$ cat src/rtl/usb_protocol_ctrl.sv
// Bulk-endpoint transaction sequencer: decodes tokens from rcv_usb, steers the
// shared buffer, commands the transmitter and reports results to the host side.
//
// state         | meaning
// S_IDLE        | waiting for a token, receiver owns buffer
// S_OUT_WAIT    | OUT token seen, waiting for the DATA packet
// S_SEND_ACK    | transmitting ACK for accepted OUT data
// S_SEND_NAK    | transmitting NAK for an IN with no payload loaded
// S_IN_SEND     | transmitting the IN data packet
// S_IN_WAIT_HS  | IN data sent, waiting for the host handshake
module usb_protocol_ctrl #(
  parameter int TIMEOUT_CYCLES = 640,
  parameter int CNT_W          = 10
) (
  input  logic       clk,
  input  logic       n_rst,
  input  logic       rx_transfer_active,
  input  logic [2:0] rx_packet,
  input  logic       rx_error,
  input  logic       tx_transfer_active,
  input  logic       tx_error,
  input  logic [6:0] buffer_occupancy,
  input  logic       tx_data_pending,
  output logic [2:0] tx_packet,
  output logic       d_mode,
  output logic       clear,
  output logic       rx_data_received,
  output logic       tx_done,
  output logic       tx_fail,
  output logic       ctrl_error
);

  localparam logic [2:0] S_IDLE       = 3'd0;
  localparam logic [2:0] S_OUT_WAIT   = 3'd1;
  localparam logic [2:0] S_SEND_ACK   = 3'd2;
  localparam logic [2:0] S_SEND_NAK   = 3'd3;
  localparam logic [2:0] S_IN_SEND    = 3'd4;
  localparam logic [2:0] S_IN_WAIT_HS = 3'd5;

  localparam logic [2:0] PID_OUT  = 3'b001;
  localparam logic [2:0] PID_IN   = 3'b010;
  localparam logic [2:0] PID_DATA = 3'b011;
  localparam logic [2:0] PID_ACK  = 3'b100;

  localparam logic [2:0] TXP_NONE = 3'b000;
  localparam logic [2:0] TXP_DATA = 3'b001;
  localparam logic [2:0] TXP_ACK  = 3'b010;
  localparam logic [2:0] TXP_NAK  = 3'b011;

  localparam logic [CNT_W-1:0] CNT_LAST = CNT_W'(TIMEOUT_CYCLES - 1);

  logic [2:0]       state_q, state_d;
  logic [CNT_W-1:0] cnt_q, cnt_d;
  logic             started_q, started_d;
  logic             rx_prev_q, tx_prev_q;
  logic [2:0]       tx_packet_q, tx_packet_d;
  logic             d_mode_q, d_mode_d;
  logic             clear_q, clear_d;
  logic             rx_data_received_q, rx_data_received_d;
  logic             tx_done_q, tx_done_d;
  logic             tx_fail_q, tx_fail_d;
  logic             ctrl_error_q, ctrl_error_d;

  logic rx_end, tx_end, expired, rx_invalid, in_send, counting;

  assign rx_end     = rx_prev_q & ~rx_transfer_active;
  assign tx_end     = tx_prev_q & ~tx_transfer_active;
  assign expired    = (cnt_q == CNT_LAST);
  assign rx_invalid = (rx_packet[2:1] == 2'b11);
  assign in_send    = (state_q == S_SEND_ACK) || (state_q == S_SEND_NAK) ||
                      (state_q == S_IN_SEND);

  always_comb begin
    state_d            = state_q;
    started_d          = started_q;
    tx_packet_d        = tx_packet_q;
    clear_d            = 1'b0;
    rx_data_received_d = 1'b0;
    tx_done_d          = 1'b0;
    tx_fail_d          = 1'b0;
    ctrl_error_d       = 1'b0;
    counting           = 1'b0;

    case (state_q)
      S_IDLE: begin
        if (rx_end) begin
          if (rx_error || rx_invalid) begin
            ctrl_error_d = 1'b1;
          end else if (rx_packet == PID_OUT) begin
            state_d = S_OUT_WAIT;
          end else if (rx_packet == PID_IN) begin
            state_d     = tx_data_pending ? S_IN_SEND : S_SEND_NAK;
            tx_packet_d = tx_data_pending ? TXP_DATA : TXP_NAK;
          end
        end
      end
      S_OUT_WAIT: begin
        counting = ~rx_transfer_active;
        if (rx_end) begin
          // Any errored packet may have left partial bytes in the buffer.
          if (rx_error) begin
            clear_d      = 1'b1;
            ctrl_error_d = 1'b1;
            state_d      = S_IDLE;
          end else if (rx_packet == PID_DATA) begin
            state_d     = S_SEND_ACK;
            tx_packet_d = TXP_ACK;
          end else begin
            ctrl_error_d = 1'b1;
            state_d      = S_IDLE;
          end
        end else if (expired && !rx_transfer_active) begin
          ctrl_error_d = 1'b1;
          state_d      = S_IDLE;
        end
      end
      S_SEND_ACK, S_SEND_NAK, S_IN_SEND: begin
        counting = ~started_q;
        if (tx_error || (!started_q && expired)) begin
          ctrl_error_d = 1'b1;
          tx_fail_d    = (state_q == S_IN_SEND);
          tx_packet_d  = TXP_NONE;
          state_d      = S_IDLE;
        end else if (tx_end) begin
          rx_data_received_d = (state_q == S_SEND_ACK);
          state_d            = (state_q == S_IN_SEND) ? S_IN_WAIT_HS : S_IDLE;
        end else if (tx_transfer_active) begin
          started_d   = 1'b1;
          tx_packet_d = TXP_NONE;
        end
      end
      S_IN_WAIT_HS: begin
        counting = ~rx_transfer_active;
        if (rx_end) begin
          if (!rx_error && rx_packet == PID_ACK) begin
            tx_done_d = 1'b1;
            clear_d   = 1'b1;
          end else begin
            tx_fail_d = 1'b1;
          end
          state_d = S_IDLE;
        end else if (expired && !rx_transfer_active) begin
          tx_fail_d = 1'b1;
          state_d   = S_IDLE;
        end
      end
      default: state_d = S_IDLE;
    endcase

    // Counter restarts on entry and while a packet is still arriving.
    if (state_d != state_q) begin
      cnt_d     = '0;
      started_d = 1'b0;
    end else if (counting) begin
      cnt_d = cnt_q + CNT_W'(1);
    end else begin
      cnt_d = '0;
    end

    d_mode_d = (state_d == S_SEND_ACK) || (state_d == S_SEND_NAK) ||
               (state_d == S_IN_SEND);
  end

  always_ff @(posedge clk or posedge n_rst) begin
    if (n_rst) begin
      state_q            <= S_IDLE;
      cnt_q              <= '0;
      started_q          <= 1'b0;
      rx_prev_q          <= 1'b0;
      tx_prev_q          <= 1'b0;
      tx_packet_q        <= TXP_NONE;
      d_mode_q           <= 1'b0;
      clear_q            <= 1'b0;
      rx_data_received_q <= 1'b0;
      tx_done_q          <= 1'b0;
      tx_fail_q          <= 1'b0;
      ctrl_error_q       <= 1'b0;
    end else begin
      state_q            <= state_d;
      cnt_q              <= cnt_d;
      started_q          <= started_d;
      rx_prev_q          <= rx_transfer_active;
      tx_prev_q          <= tx_transfer_active & in_send;
      tx_packet_q        <= tx_packet_d;
      d_mode_q           <= d_mode_d;
      clear_q            <= clear_d;
      rx_data_received_q <= rx_data_received_d;
      tx_done_q          <= tx_done_d;
      tx_fail_q          <= tx_fail_d;
      ctrl_error_q       <= ctrl_error_d;
    end
  end

  assign tx_packet        = tx_packet_q;
  assign d_mode           = d_mode_q;
  assign clear            = clear_q;
  assign rx_data_received = rx_data_received_q;
  assign tx_done          = tx_done_q;
  assign tx_fail          = tx_fail_q;
  assign ctrl_error       = ctrl_error_q;

  logic unused_ok;
  assign unused_ok = ^buffer_occupancy;

endmodule

$ cat config.mk
export PLATFORM = sky130hd
export DESIGN_NAME = usb_protocol_ctrl
export DESIGN_NICKNAME = d
export VERILOG_FILES = /design/src/rtl/usb_protocol_ctrl.sv
export SDC_FILE = /design/constraint.sdc
export NUM_CORES = 1
export LEC_CHECK = 0
export ABC_AREA = 1
export BUFFER_PORTS_ARGS = -buffer_cell sky130_fd_sc_hd__buf_2
export CAP_MARGIN = 20
export CELL_PAD_IN_SITES_DETAIL_PLACEMENT = 1
export CELL_PAD_IN_SITES_GLOBAL_PLACEMENT = 1
export CORE_MARGIN = 2
export CORE_UTILIZATION = 40
export DETAILED_ROUTE_END_ITERATION = 7
export MAX_ROUTING_LAYER = met4
export PLACE_DENSITY_LB_ADDON = 0.3
export SLEW_MARGIN = 25
export SYNTH_ARGS = -nofsm -noshare
export SYNTH_HDL_FRONTEND = slang
export SYNTH_SLANG_ARGS = --single-unit
$ cat constraint.sdc
create_clock -name clk -period 1.75 [get_ports clk]
set_input_delay 0.0875 -clock clk [delete_from_list [all_inputs] [get_ports clk]]
set_output_delay 0.0875 -clock clk [all_outputs]
set_load 0.1 [all_outputs]
==> report_table.html, run 1 <==
<table>
<tr><th>Metric</th><th>Value</th></tr>
<tr><th colspan="2">Run status</th></tr>
<tr><td>Run status</td><td>finished with violations</td></tr>
<tr><td>Violations in the final reports</td><td>negative setup slack</td></tr>
<tr><th colspan="2">Power and ir drop</th></tr>
<tr><td>Power per Cell Area</td><td>about 790 nW/µm²</td></tr>
<tr><td>Leak pwr</td><td>0.997 nW</td></tr>
<tr><td>Overall Power</td><td>~1.6 mW</td></tr>
<tr><td>Peak VDD IR</td><td>0.737 mV</td></tr>
<tr><th colspan="2">Synth</th></tr>
<tr><td>Top cell type's share of synthesized area</td><td>0.403</td></tr>
<tr><td>Number of nets in the synthesized netlist</td><td>roughly 210</td></tr>
<tr><td>Count leader, synth</td><td>sky130_fd_sc_hd__nand2_1</td></tr>
<tr><td>Post-synthesis simple-gate area fraction</td><td>0.379</td></tr>
<tr><td>Post-synthesis compound-gate area fraction</td><td>0.0924</td></tr>
<tr><td>Synthesis warning total</td><td>0</td></tr>
<tr><td>Post-synth EDFFs</td><td>0</td></tr>
<tr><td>Share of synthesized registers carrying an async set or reset</td><td>1.00</td></tr>
<tr><td>Combinational family with the most area after synthesis</td><td>simple AND/OR/NAND/NOR gates</td></tr>
<tr><td>Flops &amp; latches, synth</td><td>24</td></tr>
<tr><td>Cell types occupying the most area after synthesis</td><td>sky130_fd_sc_hd__dfrtp_1, sky130_fd_sc_hd__nand2_1, sky130_fd_sc_hd__inv_1, sky130_fd_sc_hd__nand3_1, sky130_fd_sc_hd__nor2_1</td></tr>
<tr><td>Most used standard cells in the synthesized netlist</td><td>sky130_fd_sc_hd__nand2_1, sky130_fd_sc_hd__inv_1, sky130_fd_sc_hd__dfrtp_1</td></tr>
<tr><td>Biggest area consumer among synthesized cells</td><td>sky130_fd_sc_hd__dfrtp_1</td></tr>
<tr><td>Netlist Area Pre-Place</td><td>~1500 µm²</td></tr>
<tr><td>Average cell area after synthesis</td><td>roughly 7.7 µm²</td></tr>
<tr><td>XOR/XNOR Fraction of Synth Area</td><td>0.00588</td></tr>
<tr><td>Syn Inst Count</td><td>194</td></tr>
<tr><td>Adder and majority cell fraction of the synthesized area</td><td>0.00840</td></tr>
<tr><td>Primary flip-flop cell chosen by synthesis mapping</td><td>sky130_fd_sc_hd__dfrtp_1</td></tr>
<tr><td>Multiplexer share of the synthesized area</td><td>0</td></tr>
<tr><td>Share of synthesized area occupied by flip-flops and latches</td><td>0.403</td></tr>
<tr><td>Unique cell type count in the Yosys netlist</td><td>33</td></tr>
<tr><th colspan="2">Drt</th></tr>
<tr><td>Post-DR vias/cell</td><td>5.21</td></tr>
<tr><td>Met1 WL</td><td>approximately 1.9 mm</td></tr>
<tr><td>Initial drt markers</td><td>42</td></tr>
<tr><td>WL met3</td><td>68 µm</td></tr>
<tr><td>DRT Wirelength</td><td>approximately 4.6 mm</td></tr>
<tr><td>DRC violation count after routing</td><td>0</td></tr>
<tr><td>Metal2 WL</td><td>between 2 and 3 mm</td></tr>
<tr><td>Uppermost metal layer occupied by signal nets</td><td>met4</td></tr>
<tr><td>Iteration count of the initial detailed-routing pass</td><td>4</td></tr>
<tr><td>DRT antenna net count</td><td>0</td></tr>
<tr><td>Average routed wire per standard cell</td><td>between 15 and 20 µm</td></tr>
<tr><td>Vias</td><td>1479</td></tr>
<tr><th colspan="2">Finish</th></tr>
<tr><td>Layout overhead on the synthesized area</td><td>35.7%</td></tr>
<tr><td>Filler cells</td><td>roughly 460</td></tr>
<tr><td>Layout Utilization</td><td>0.560</td></tr>
<tr><td>Ant diodes</td><td>0</td></tr>
<tr><td>Fraction of final layout cells with drive strength greater than 1</td><td>0.386</td></tr>
<tr><td>Count of placed standard cells in the final layout, fillers left out</td><td>between 200 and 300</td></tr>
<tr><td>Final nets</td><td>approximately 260</td></tr>
<tr><th colspan="2">Floorplan</th></tr>
<tr><td>Top-level I/O count</td><td>26</td></tr>
<tr><td>Initial core utilization</td><td>0.413</td></tr>
<tr><td>Number of standard-cell rows in the floorplan</td><td>22</td></tr>
<tr><td>Floorplan die height</td><td>around 65 µm</td></tr>
<tr><td>Floorplan Core Area</td><td>approximately 3600 µm²</td></tr>
<tr><td>Total Die Area</td><td>4230 µm²</td></tr>
<tr><td>Width of the die</td><td>65.0 µm</td></tr>
<tr><th colspan="2">Worst hold path</th></tr>
<tr><td>Min-delay worst type</td><td>primary input to flip-flop</td></tr>
<tr><td>Hold path startpoint</td><td>rx_error</td></tr>
<tr><th colspan="2">Timing</th></tr>
<tr><td>Shortest clock period the worst path allows after layout</td><td>~1.9 ns</td></tr>
<tr><td>Final number of hold-violating endpoints</td><td>0</td></tr>
<tr><td>Achievable Freq</td><td>534 MHz</td></tr>
<tr><td>Clk_skew</td><td>slightly below 0.005 ns</td></tr>
<tr><td>Hold Worst Slack</td><td>0.120 ns</td></tr>
<tr><td>Total setup violations reported at the end of the flow</td><td>12</td></tr>
<tr><td>Max-slew violation count</td><td>0</td></tr>
<tr><td>Share of the clock period used by the worst path after layout</td><td>1.07</td></tr>
<tr><td>Setup slack after layout</td><td>-0.122 ns</td></tr>
<tr><td>Unrepaired setup endpoints after global routing</td><td>true</td></tr>
<tr><th colspan="2">Setup path</th></tr>
<tr><td>CP Cell Sequence</td><td>ha_4 &gt; nand2_4 &gt; nor2_4 &gt; nand4_1 &gt; nand2_1 &gt; nand2_1 &gt; nand2_2 &gt; nand3_1 &gt; nor2_4 &gt; nand3_4 &gt; clkbuf_16 &gt; nor2_4</td></tr>
<tr><td>Largest stage delay on the critical path</td><td>approximately 0.42 ns</td></tr>
<tr><td>Worst EP arrival</td><td>2.08 ns</td></tr>
<tr><td>Top fanout value on the critical path</td><td>5</td></tr>
<tr><td>Worst-path cell with the longest stage delay</td><td>sky130_fd_sc_hd__dfrtp_1</td></tr>
<tr><td>Reg-to-reg slack, setup</td><td>-0.12 ns</td></tr>
<tr><td>Worst Path Class, Setup</td><td>flip-flop to flip-flop</td></tr>
<tr><td>Worst setup EP type</td><td>flip-flop</td></tr>
<tr><td>Launch instance of the worst register-to-register path</td><td>cnt_q[1]</td></tr>
<tr><td>Cell occurring most often along the worst timing path</td><td>sky130_fd_sc_hd__nor2_4</td></tr>
<tr><td>Worst setup path startpoint</td><td>cnt_q[1]</td></tr>
<tr><td>Data required time of the worst path</td><td>roughly 2.0 ns</td></tr>
<tr><td>Critical Path Start Type</td><td>flip-flop</td></tr>
<tr><th colspan="2">Global route</th></tr>
<tr><td>Global-route wire length before repair</td><td>7.33 mm</td></tr>
<tr><td>Antenna violations before repair</td><td>0</td></tr>
<tr><td>Total routing usage reported by global routing</td><td>0.229</td></tr>
<tr><td>Vias in the first global route</td><td>1596</td></tr>
<tr><td>Maximum number of pins on one net before global-route repair</td><td>25</td></tr>
<tr><td>Grt total ovfl</td><td>0</td></tr>
<tr><th colspan="2">Place</th></tr>
<tr><td>RePlAce Congestion</td><td>between 0.7 and 0.8</td></tr>
<tr><td>Post-placement cell count</td><td>roughly 270</td></tr>
<tr><td>Worst Setup Slack post-DPL</td><td>-0.138 ns</td></tr>
<tr><td>HPWL after DPL</td><td>between 3 and 4 mm</td></tr>
<tr><td>Count of port buffers added during placement</td><td>17</td></tr>
<tr><th colspan="2">Clocking</th></tr>
<tr><td>Clock Root Buffer</td><td>sky130_fd_sc_hd__clkbuf_8</td></tr>
<tr><td>Number of buffers added by the clock tree synthesis step</td><td>3</td></tr>
<tr><td>Insertion delay to the later sink of the worst-skew pair</td><td>0.27 ns</td></tr>
<tr><td>CTS max path bufs</td><td>2</td></tr>
<tr><td>Number of sinks handled by clock tree synthesis</td><td>24</td></tr>
<tr><td>CTS tree</td><td>built</td></tr>
<tr><td>Number of H-tree levels</td><td>1</td></tr>
<tr><td>Clk pin slew, worst setup/hold paths</td><td>about 0.09 ns</td></tr>
<tr><th colspan="2">Job</th></tr>
<tr><td>Max cap viols</td><td>0</td></tr>
</table>
## where the power goes
group	internal (mW)	leakage [nW]	switching, mW
Clock	0.306	0.0357	0.184
Combinational	0.138	0.636	0.366
Sequential	0.588	0.325	0.0230
## area by class of cell
| class | instances | area, µm² | area share |
|---|---|---|---|
| clock buffers | 3 | 41.3 | 0.0204 |
| multi-input cells | 133 | 845 | 0.418 |
| inverters | 33 | 126 | 0.0625 |
| repair buffers | 42 | 315 | 0.156 |
| clock inverters | 1 | 30.0 | 0.0149 |
| flip-flops and latches | 24 | 603 | 0.298 |
| well taps | 48 | 60.1 | 0.0297 |
## critical path, delay by kind of cell, from the launching register on
kind / cells / cell delay [ns]
simple gates: 10 / 1.05
flops: 1 / 0.42
buf+inv: 1 / 0.18
fa+ha+maj: 1 / 0.17
## path summary, 6_finish.rpt
path / to / depth (start not counted)
worst max-delay path: cnt_q[1] / 12
worst min-delay path: clear / 2
worst max register to register: cnt_q[1] / 12
worst min register to register: tx_packet[1] / 2
max in group asynchronous: state_q[1] / 4
min in group asynchronous: tx_fail / 4
## repair_timing
action	in CTS	in global routing
pin swaps	5	9
gates cloned	0	1
setup endpoints to repair	14	15
resized for setup	11	20
endpoints found under the hold margin	25	0
buffers inserted	0	4
hold buffers	2	0
## cells in the final DEF (no fill, tap or decap), types with 2 or more instances in the layout
cell                             n
sky130_fd_sc_hd__buf_6           2
sky130_fd_sc_hd__nor2_1         16
sky130_fd_sc_hd__o21ai_0         5
sky130_fd_sc_hd__nor2_4          7
sky130_fd_sc_hd__buf_4          19
sky130_fd_sc_hd__nor3_1          6
sky130_fd_sc_hd__buf_2          17
sky130_fd_sc_hd__nand4_1         8
sky130_fd_sc_hd__dfrtp_2         2
sky130_fd_sc_hd__nand2_2         3
sky130_fd_sc_hd__nand3_1        15
sky130_fd_sc_hd__nand2_1        29
sky130_fd_sc_hd__nand3_4         2
sky130_fd_sc_hd__inv_2           4
sky130_fd_sc_hd__nor3_4          2
sky130_fd_sc_hd__nand3_2         5
sky130_fd_sc_hd__nor2_2         12
sky130_fd_sc_hd__dfrtp_1        22
sky130_fd_sc_hd__dlygate4sd3_1   2
sky130_fd_sc_hd__a21oi_1         4
sky130_fd_sc_hd__clkbuf_8        3
sky130_fd_sc_hd__inv_1          28
sky130_fd_sc_hd__o21ai_1         3
## kinds of logic after synthesis
kind of cell / count (synthesis)
other cells: 1
compound gates: 21
buf+inv: 37
simple gates: 109
xor+xnor: 1
fa+ha+maj: 1
flops: 24
## registers in the layout, summed over array words and instances (netlist names)
signal            flops
rx_prev_q             1
ctrl_error            1
started_q             1
tx_done               1
d_mode                1
cnt_q                10
rx_data_received      1
tx_fail               1
state_q               3
clear                 1
tx_packet             2
tx_prev_q             1
## per-layer routing
metal  GRT usage  up-vias
li1            -      713
met1       0.250      728
met2       0.430       24
met3      0.0313       14
met4      0.0703        0
met5           -        -
## stage by stage
step	cell area, µm²	TNS (ns)
floorplan	1490	0
global placement	1740	-0.196
detailed placement	1740	-1.32
CTS	1870	-0.525
global route	2020	-3.34
finish	2020	-1.18
Power figures use the tool's default switching activity.
==> run 2, diff against run 1 <==
ABC_CLOCK_PERIOD_IN_PS = 1600   (was not set)
CELL_PAD_IN_SITES_DETAIL_PLACEMENT = 0   (was 1)
CORE_UTILIZATION = 36   (was 40)
clock period = 1.6 ns   (was 1.75 ns; I/O delays follow)
==> report_table.html, run 2 (same netlist as run 1, synthesis figures left out) <==
<table>
<tr><th>Metric</th><th>Value</th></tr>
<tr><th colspan="2">Floorplan</th></tr>
<tr><td>Top-level I/O count</td><td>26</td></tr>
<tr><td>Total Die Area</td><td>4670 µm²</td></tr>
<tr><td>Floorplan Core Area</td><td>roughly 4000 µm²</td></tr>
<tr><td>Width of the die</td><td>~70 µm</td></tr>
<tr><td>Initial core utilization</td><td>0.372</td></tr>
<tr><td>Number of standard-cell rows in the floorplan</td><td>23</td></tr>
<tr><td>Floorplan die height</td><td>a little under 70 µm</td></tr>
<tr><th colspan="2">Timing</th></tr>
<tr><td>Shortest clock period the worst path allows after layout</td><td>1.68 ns</td></tr>
<tr><td>Achievable Freq</td><td>slightly below 600 MHz</td></tr>
<tr><td>Share of the clock period used by the worst path after layout</td><td>1.05</td></tr>
<tr><td>Final number of hold-violating endpoints</td><td>0</td></tr>
<tr><td>Clk_skew</td><td>0.00444 ns</td></tr>
<tr><td>Unrepaired setup endpoints after global routing</td><td>true</td></tr>
<tr><td>Total setup violations reported at the end of the flow</td><td>11</td></tr>
<tr><td>Max-slew violation count</td><td>0</td></tr>
<tr><td>Setup slack after layout</td><td>-0.0758 ns</td></tr>
<tr><th colspan="2">Finish</th></tr>
<tr><td>Layout overhead on the synthesized area</td><td>48.6%</td></tr>
<tr><td>Number of flip-flops under the largest register name</td><td>10</td></tr>
<tr><td>Fraction of final layout cells with drive strength greater than 1</td><td>0.471</td></tr>
<tr><td>Most used cells in the layout excluding fill and tap cells</td><td>sky130_fd_sc_hd__buf_4, sky130_fd_sc_hd__nand2_1, sky130_fd_sc_hd__inv_1, sky130_fd_sc_hd__dfrtp_1, sky130_fd_sc_hd__buf_2</td></tr>
<tr><td>Largest register by flop count</td><td>cnt_q</td></tr>
<tr><td>Count of placed standard cells in the final layout, fillers left out</td><td>roughly 310</td></tr>
<tr><td>Final nets</td><td>280</td></tr>
<tr><td>Post-route cell area</td><td>approximately 2200 µm²</td></tr>
<tr><td>Most frequent standard cell in the layout excluding fill and tap cells</td><td>sky130_fd_sc_hd__buf_4</td></tr>
<tr><td>Ant diodes</td><td>0</td></tr>
<tr><td>Layout Utilization</td><td>0.553</td></tr>
<tr><th colspan="2">Clocking</th></tr>
<tr><td>Clk pin slew, worst setup/hold paths</td><td>~0.09 ns</td></tr>
<tr><td>CTS max path bufs</td><td>2</td></tr>
<tr><td>Insertion delay to the later sink of the worst-skew pair</td><td>about 0.27 ns</td></tr>
<tr><td>Number of H-tree levels</td><td>1</td></tr>
<tr><td>Number of buffers added by the clock tree synthesis step</td><td>3</td></tr>
<tr><td>Clock Root Buffer</td><td>sky130_fd_sc_hd__clkbuf_8</td></tr>
<tr><td>Number of sinks handled by clock tree synthesis</td><td>24</td></tr>
<tr><td>CTS tree</td><td>built</td></tr>
<tr><th colspan="2">Run status</th></tr>
<tr><td>Run status</td><td>finished with violations</td></tr>
<tr><td>Violations in the final reports</td><td>negative setup slack</td></tr>
<tr><th colspan="2">Power and ir drop</th></tr>
<tr><td>Peak VDD IR</td><td>0.573 mV</td></tr>
<tr><td>Power per Cell Area</td><td>between 700 and 800 nW/µm²</td></tr>
<tr><td>Leak pwr</td><td>roughly 1.1 nW</td></tr>
<tr><th colspan="2">Global route</th></tr>
<tr><td>Vias in the first global route</td><td>around 1400</td></tr>
<tr><td>Global-route wire length before repair</td><td>~6.2 mm</td></tr>
<tr><td>Antenna violations before repair</td><td>0</td></tr>
<tr><td>Grt total ovfl</td><td>0</td></tr>
<tr><td>Total routing usage reported by global routing</td><td>0.185</td></tr>
<tr><td>Maximum number of pins on one net before global-route repair</td><td>25</td></tr>
<tr><th colspan="2">Worst hold path</th></tr>
<tr><td>Min-delay worst type</td><td>primary input to flip-flop</td></tr>
<tr><th colspan="2">Setup path</th></tr>
<tr><td>Data required time of the worst path</td><td>around 1.8 ns</td></tr>
<tr><td>Worst EP arrival</td><td>around 1.9 ns</td></tr>
<tr><td>Top fanout value on the critical path</td><td>11</td></tr>
<tr><td>Worst Path Class, Setup</td><td>flip-flop to flip-flop</td></tr>
<tr><td>Worst setup EP type</td><td>flip-flop</td></tr>
<tr><td>Critical Path Start Type</td><td>flip-flop</td></tr>
<tr><th colspan="2">Drt</th></tr>
<tr><td>Vias</td><td>about 1500</td></tr>
<tr><td>DRT antenna net count</td><td>0</td></tr>
<tr><td>DRC violation count after routing</td><td>0</td></tr>
<tr><td>DRT Wirelength</td><td>~3.8 mm</td></tr>
<tr><td>Initial drt markers</td><td>44</td></tr>
<tr><td>Average routed wire per standard cell</td><td>between 10 and 15 µm</td></tr>
<tr><td>Iteration count of the initial detailed-routing pass</td><td>4</td></tr>
<tr><td>Post-DR vias/cell</td><td>between 4 and 5</td></tr>
<tr><th colspan="2">Place</th></tr>
<tr><td>Post-placement cell count</td><td>297</td></tr>
<tr><td>Count of port buffers added during placement</td><td>17</td></tr>
<tr><td>RePlAce Congestion</td><td>0.869</td></tr>
<tr><td>HPWL after DPL</td><td>between 2 and 3 mm</td></tr>
<tr><td>Post-place instance area</td><td>roughly 1900 µm²</td></tr>
<tr><th colspan="2">Job</th></tr>
<tr><td>Max cap viols</td><td>0</td></tr>
</table>
## run 2: path summary, 6_finish.rpt
kind	to	cells after the start	slack [ns]	startpoint
setup / recovery	cnt_q[2]	10	-0.08	cnt_q[0]
hold / removal	clear	2	0.11	rx_error
setup reg to reg	cnt_q[2]	10	-0.08	cnt_q[0]
hold reg to reg	tx_packet[1]	2	0.52	tx_packet[1]
max in group asynchronous	state_q[1]	4	0.94	n_rst
min in group asynchronous	tx_packet[0]	4	0.40	n_rst
## run 2: layout make-up
| class | instances | area (µm²) |
|---|---|---|
| sequential | 24 | 604 |
| multi-input combinational | 133 | 841 |
| clock buffer | 3 | 41.3 |
| clock inverter | 1 | 30.0 |
| tap | 50 | 62.6 |
| inverter | 33 | 124 |
| fill | 377 | 1790 |
| timing repair buffer | 67 | 509 |
## run 2: power breakdown
group | total (mW) | switching (mW) | internal, mW
registers | 0.673 | 0.0289 | 0.644
clock network | 0.527 | 0.193 | 0.334
logic | 0.547 | 0.392 | 0.155
total | 1.75 | 0.614 | 1.13
## run 2: metal layers
| metal | wire [µm] | global-route usage |
|---|---|---|
| met1 | 1750 | 0.240 |
| met2 | 1860 | 0.296 |
| met3 | 134 | 0.0461 |
| met4 | 14 | 0.0325 |
| met5 | 0 | - |
## run 2: critical path, cell delays in order, from the launching register on
cell	delay [ns]
sky130_fd_sc_hd__dfrtp_1	0.40
sky130_fd_sc_hd__ha_4	0.16
sky130_fd_sc_hd__nand2_4	0.06
sky130_fd_sc_hd__nor2_4	0.10
sky130_fd_sc_hd__nand4_1	0.17
sky130_fd_sc_hd__nand4_1	0.19
sky130_fd_sc_hd__nand4_1	0.10
sky130_fd_sc_hd__nand2_1	0.10
sky130_fd_sc_hd__nand3_2	0.10
sky130_fd_sc_hd__buf_12	0.16
sky130_fd_sc_hd__nor2_2	0.08
## run 2: timing repair
| action | in CTS | in global routing |
|---|---|---|
| setup buffers | 6 | 2 |
| setup endpoints to repair | 15 | 17 |
| endpoints found under the hold margin | 25 | 0 |
| hold buffers | 2 | 0 |
| gates resized for setup | 15 | 18 |
| pin swaps | 6 | 6 |
## run 2: through the flow
step / worst slack (ns) / total power, mW / hold WS, ns / setup TNS [ns]
2_1_floorplan: 0.00123 / 1.05 / 0.0946 / 0
3_3_place_gp: -0.119 / 1.19 / 0.140 / -1.39
3_5_place_dp: -0.142 / 1.20 / 0.154 / -1.82
4_1_cts: -0.0520 / 1.75 / 0.102 / -0.493
5_1_grt: -0.200 / 1.83 / 0.110 / -2.30
6_report: -0.0758 / 1.75 / 0.105 / -0.719
